[src/rtl/mips_pkg.sv]
// Shared store-merge definitions: access-size encodings and the FSM state type.
package mips_pkg;

  localparam logic [1:0] SZ_BYTE = 2'b00;
  localparam logic [1:0] SZ_HALF = 2'b01;
  localparam logic [1:0] SZ_WORD = 2'b10;

  typedef enum logic [1:0] {
    StIdle,
    StRd,
    StMerge,
    StWr
  } smu_state_e;

  // Encoding 2'b11 is reserved and behaves as a full word.
  function automatic logic is_word_size(input logic [1:0] size);
    return size[1];
  endfunction

endpackage

[src/rtl/store_lane_merge.sv]
// Combinational lane insertion: places a byte or halfword into an existing word (little-endian).
module store_lane_merge
  import mips_pkg::*;
(
  input  logic [31:0] old_word,
  input  logic [31:0] data,
  input  logic [1:0]  size,
  input  logic [1:0]  offset,
  output logic [31:0] merged
);

  always_comb begin
    merged = old_word;
    if (is_word_size(size)) begin
      merged = data;
    end else if (size == SZ_HALF) begin
      merged[{offset[1], 4'b0000} +: 16] = data[15:0];
    end else begin
      merged[{offset, 3'b000} +: 8] = data[7:0];
    end
  end

endmodule

[src/rtl/store_merge_unit.sv]
// Read-modify-write store unit merging sub-word stores into 32-bit memory words.
// Define STORE_ALIGN_CHECK_EN to reject misaligned halfword/word stores with a fault pulse.
module store_merge_unit
  import mips_pkg::*;
#(
  parameter int unsigned ADDR_W = 32
) (
  input  logic              clk,
  input  logic              rstb,
  input  logic              req_valid,
  output logic              req_ready,
  input  logic [ADDR_W-1:0] req_addr,
  input  logic [1:0]        req_size,
  input  logic [31:0]       req_wdata,
  output logic [ADDR_W-1:0] mem_addr,
  output logic              mem_rd_en,
  input  logic [31:0]       mem_rdata,
  output logic              mem_wr_en,
  output logic [31:0]       mem_wdata,
  output logic              done,
  output logic              misaligned
);

  smu_state_e  state;
  logic [1:0]  size_q;
  logic [1:0]  offset_q;
  logic [31:0] wdata_q;
  logic [31:0] merged;
  logic        align_fault;
  logic        accept;

  assign accept = req_valid && req_ready && (state == StIdle);

`ifdef STORE_ALIGN_CHECK_EN
  assign align_fault = ((req_size == SZ_HALF) && req_addr[0]) ||
                       (is_word_size(req_size) && (req_addr[1:0] != 2'b00));
`else
  assign align_fault = 1'b0;
`endif

  store_lane_merge u_lane_merge (
    .old_word (mem_rdata),
    .data     (wdata_q),
    .size     (size_q),
    .offset   (offset_q),
    .merged   (merged)
  );

  always_ff @(posedge clk or negedge rstb) begin
    if (!rstb) begin
      state      <= StIdle;
      req_ready  <= 1'b0;
      size_q     <= SZ_BYTE;
      offset_q   <= 2'b00;
      wdata_q    <= 32'h0;
      mem_addr   <= '0;
      mem_rd_en  <= 1'b0;
      mem_wr_en  <= 1'b0;
      mem_wdata  <= 32'h0;
      done       <= 1'b0;
      misaligned <= 1'b0;
    end else begin
      mem_rd_en  <= 1'b0;
      mem_wr_en  <= 1'b0;
      done       <= 1'b0;
      misaligned <= 1'b0;
      unique case (state)
        StIdle: begin
          req_ready <= 1'b1;
          if (accept) begin
            size_q   <= req_size;
            offset_q <= req_addr[1:0];
            wdata_q  <= req_wdata;
            if (align_fault) begin
              // Faulting request is dropped; the unit stays idle and ready.
              misaligned <= 1'b1;
            end else if (is_word_size(req_size)) begin
              state     <= StWr;
              req_ready <= 1'b0;
              mem_addr  <= {req_addr[ADDR_W-1:2], 2'b00};
              mem_wdata <= req_wdata;
              mem_wr_en <= 1'b1;
              done      <= 1'b1;
            end else begin
              state     <= StRd;
              req_ready <= 1'b0;
              mem_addr  <= {req_addr[ADDR_W-1:2], 2'b00};
              mem_rd_en <= 1'b1;
            end
          end
        end
        StRd: begin
          state <= StMerge;
        end
        StMerge: begin
          // mem_rdata is valid this cycle, one cycle after the read strobe.
          state     <= StWr;
          mem_wdata <= merged;
          mem_wr_en <= 1'b1;
          done      <= 1'b1;
        end
        StWr: begin
          state     <= StIdle;
          req_ready <= 1'b1;
          mem_addr  <= '0;
        end
        default: begin
          state     <= StIdle;
          req_ready <= 1'b1;
          mem_addr  <= '0;
        end
      endcase
    end
  end

endmodule

[config.mk]
export PLATFORM = sky130hd
export DESIGN_NAME = store_merge_unit
export DESIGN_NICKNAME = d
export VERILOG_FILES = /design/src/rtl/mips_pkg.sv /design/src/rtl/store_lane_merge.sv /design/src/rtl/store_merge_unit.sv
export SDC_FILE = /design/constraint.sdc
export NUM_CORES = 1
export LEC_CHECK = 0
export CAP_MARGIN = 20
export CORE_UTILIZATION = 58
export DETAILED_ROUTE_END_ITERATION = 7
export DONT_BUFFER_PORTS = 1
export HOLD_SLACK_MARGIN = 0.12
export PLACE_DENSITY = 0.75
export SYNTH_ARGS = -nofsm -noshare
export SYNTH_HDL_FRONTEND = slang
export SYNTH_HIERARCHICAL = 1
export SYNTH_SLANG_ARGS = --single-unit
[constraint.sdc]
create_clock -name clk -period 2.73 [get_ports clk]
set_clock_uncertainty 0.15 [all_clocks]
set_input_delay 0.4095 -clock clk [delete_from_list [all_inputs] [get_ports clk]]
set_output_delay 0.4095 -clock clk [all_outputs]
set_load 0.02 [all_outputs]
==> impl_metrics.env <==
export IMPL_status="complete, but fails checks"
export IMPL_violations="hold timing"
export IMPL_r2r_slack_ns=0.27
export IMPL_grt_first_pass_wirelength_mm=24.6
export IMPL_post_cts_buffers=0
export IMPL_routed_wl_mm=15.4
export IMPL_drv_cap=0
export IMPL_avgSynthCellArea_um2=11.5
export IMPL_wl_per_cell_um=21.6
export IMPL_cts_sinks=103
export IMPL_crit_family="simple AND/OR/NAND/NOR gates"
export IMPL_synthArstFlopShare_pct=100
export IMPL_finalSetupTns_ns=0
export IMPL_cp_startpoint="size_q[0]"
export IMPL_start_util_pct=60.9
export IMPL_whs_ns=-0.445
export IMPL_first_pass_iters=7
export IMPL_hold_viol=103
export IMPL_slew_headroom_pct=42.3
export IMPL_fmax_mhz=407
export IMPL_root_buffer="clkbuf_8"
export IMPL_synth_main_ff_cell="dfrtp_1"
export IMPL_fill_cells=705
export IMPL_areaGrowthSynthToFinish_pct=15.2
export IMPL_timing_rr_end="mem_wdata[29]"
export IMPL_post_drt_via_cell_ratio=6.29
export IMPL_crit_path_end_kind="register"
export IMPL_top_layer="met4"
export IMPL_wl_met2_mm=7.60
export IMPL_min_period_over_period_pct=90.0
export IMPL_clk_pin_slew_ns=0.10
export IMPL_max_vdd_ir_drop_v=0.000836
export IMPL_final_nets=683
export IMPL_ctsLongestPathBuffers=2
export IMPL_port_buffers=0
export IMPL_r2r_start="size_q[0]"
export IMPL_critical_path_required_ns=2.91
export IMPL_grt_setup_unrepaired="false"
export IMPL_drtIter0Drc=517
export IMPL_yosys_register_bits=103
export IMPL_tightest_slew_ns=0.866
export IMPL_grt_pass1_vias=4604
export IMPL_finalSetupViolCount=0
export IMPL_cp_depth=5
export IMPL_crit_buf_inv=0
export IMPL_cts_made_buffers=9
export IMPL_hold_path_class="input port to async pin"
export IMPL_synth_warnings=6
export IMPL_gp_congestion=0.899
export IMPL_synth_cell_area_um2=6030
export IMPL_rr_worst_depth=5
export IMPL_wl_met3_mm=1.42
export IMPL_dieArea_um2=10800
export IMPL_power_leakage_nw=3.16
export IMPL_slew_violations=0
export IMPL_path_class="register to register"
export IMPL_critical_path_endpoint="mem_wdata[29]"
export IMPL_grt_overflow_total=0
export IMPL_ioPinCount=170
export IMPL_yosysSeqAreaShare_pct=42.7
export IMPL_power_mw=9.36
export IMPL_dieWidth_um=104
export IMPL_synth_cell_type_count=42
export IMPL_antenna_found_initial=1
export IMPL_row_count=36
export IMPL_grt_util_all_layers_pct=29.3
export IMPL_core_region_area_um2=9910
export IMPL_grt_start_max_net_pins=104
export IMPL_synth_edf_count=0
export IMPL_cp_arrival_ns=2.64
export IMPL_via_count=4480
export IMPL_fin_crit_ns=2.46
export IMPL_netlist_instances=525
export IMPL_slowest_stage="or2_1"
export IMPL_cts_hold_fix_buffers=67
export IMPL_critPathLaunchType="register"
export IMPL_cp_max_fo=24
export IMPL_cts_tree="yes"
export IMPL_met1_length_mm=5.96
export IMPL_die_h_um=104
export IMPL_path_cells="or2_1 -> a21oi_1 -> a222oi_1 -> mux2_2 -> mux2_4"
export IMPL_drc=0
export IMPL_clk_latency_ns=0.39
export IMPL_hpwl_mm=10.0
export IMPL_ctsResizeCount=0
export IMPL_power_density_nw_per_um2=1350
export IMPL_cp_slowest_stage_delay_ns=0.75
export IMPL_drive_above_1_share_pct=24.6
export IMPL_detail_route_antenna_nets=0
export IMPL_h_tree_depth=3
## stage by stage
stage / hold WS (ns) / setup slack [ns] / cell area (um2) / util (%) / instances
after floorplan: -0.0361 / 0.133 / 6040 / - / 527
after global placement: -0.0335 / 0.452 / 6020 / 60.8 / 627
after detailed placement: -0.0335 / 0.331 / 6020 / 60.8 / 627
after CTS: -0.462 / 0.315 / 6920 / 69.8 / 710
after global routing: -0.469 / 0.119 / 6950 / 70.1 / 711
final: -0.445 / 0.273 / 6950 / 70.2 / 712
## worst reg2reg max path: stages (launching register included)
cell and delay (ns):
dfrtp_1 0.62, or2_1 0.75, a21oi_1 0.12, a222oi_1 0.40, mux2_2 0.23, mux2_4 0.13
## registers in the layout, summed over array words and instances, names as in the netlist
signal / count
size_q: 2
mem_rd_en: 1
req_ready: 1
state: 2
done: 1
offset_q: 2
mem_wdata: 32
wdata_q: 32
mem_addr: 30
## metal layers
metal,vias to the layer above,GRT usage (%)
met5,-,0
met4,0,11.9
met3,35,8.08
met2,227,47.8
met1,2201,36.7
li1,2017,-
## synth_stat cells, types with 5 or more instances
cell type,count,area [um2]
mux2i_1,17,170
o41ai_1,30,263
o21ai_0,25,125
buf_2,13,65.1
mux2_4,47,706
a211oi_1,15,113
a22o_1,7,61.3
buf_4,10,75.1
o21ai_1,6,30.0
nand4_1,8,50.1
clkbuf_1,16,60.1
nor2b_1,8,50.1
nor2_1,9,33.8
a21oi_1,26,130
mux2_2,52,586
dfrtp_1,103,2580
buf_6,7,78.8
a222oi_1,16,160
and3_1,9,56.3
ha_1,9,113
nand2_1,5,18.8
nand3b_1,8,60.1
inv_1,53,199
## placed cells by master, fill, tap and decap left out, types with 5 or more instances in the layout
cell and n:
a211oi_1 15, a21oi_1 26, a222oi_1 16, a22o_1 7
and3_1 9, buf_4 16, clkbuf_8 10, dfrtp_1 103
dlygate4sd3_1 67, ha_1 9, inv_1 53, mux2_2 52
mux2_4 47, mux2i_1 17, nand2_1 5, nand3b_1 8
nand4_1 8, nor2_1 9, nor2b_1 8, o21ai_0 25
o21ai_1 6, o41ai_1 30
## kinds of logic after synthesis
group | count (synthesis) | synth area share [%]
other cells | 1 | 0.0621
flops | 103 | 42.7
buf+inv | 107 | 9.23
mux | 116 | 24.2
simple gates | 59 | 6.20
fa+ha+maj | 9 | 1.87
compound gates | 130 | 15.7
## report_power, final
group	leakage (nW)	internal [mW]	switching, mW
Sequential	1.24	2.31	1.30
Clock	0.117	0.548	0.543
Combinational	1.80	2.40	2.25
## final cells by class
type                            count  area [um2]  share of cell area, %
Timing Repair Buffer               86         858                   12.3
Inverter                           56         210                   3.02
Antenna cell                        1        2.50                 0.0360
Clock buffer                       10         138                   1.98
Clock inverter                      6        91.3                   1.31
Multi-Input combinational cell    317        2910                   41.8
Sequential cell                   103        2580                   37.1
Tap cell                          133         166                   2.39
## how the worst min path moves through the flow
stage	slack (ns)	from	end
after floorplan	-0.04	rstb	done
after global placement	-0.03	rstb	wdata_q[12]
final	-0.44	rstb	wdata_q[13]
after global routing	-0.47	rstb	mem_wdata[26]
after CTS	-0.46	rstb	req_ready
after detailed placement	-0.03	rstb	mem_wdata[12]
(Power assumes the default switching activity.)
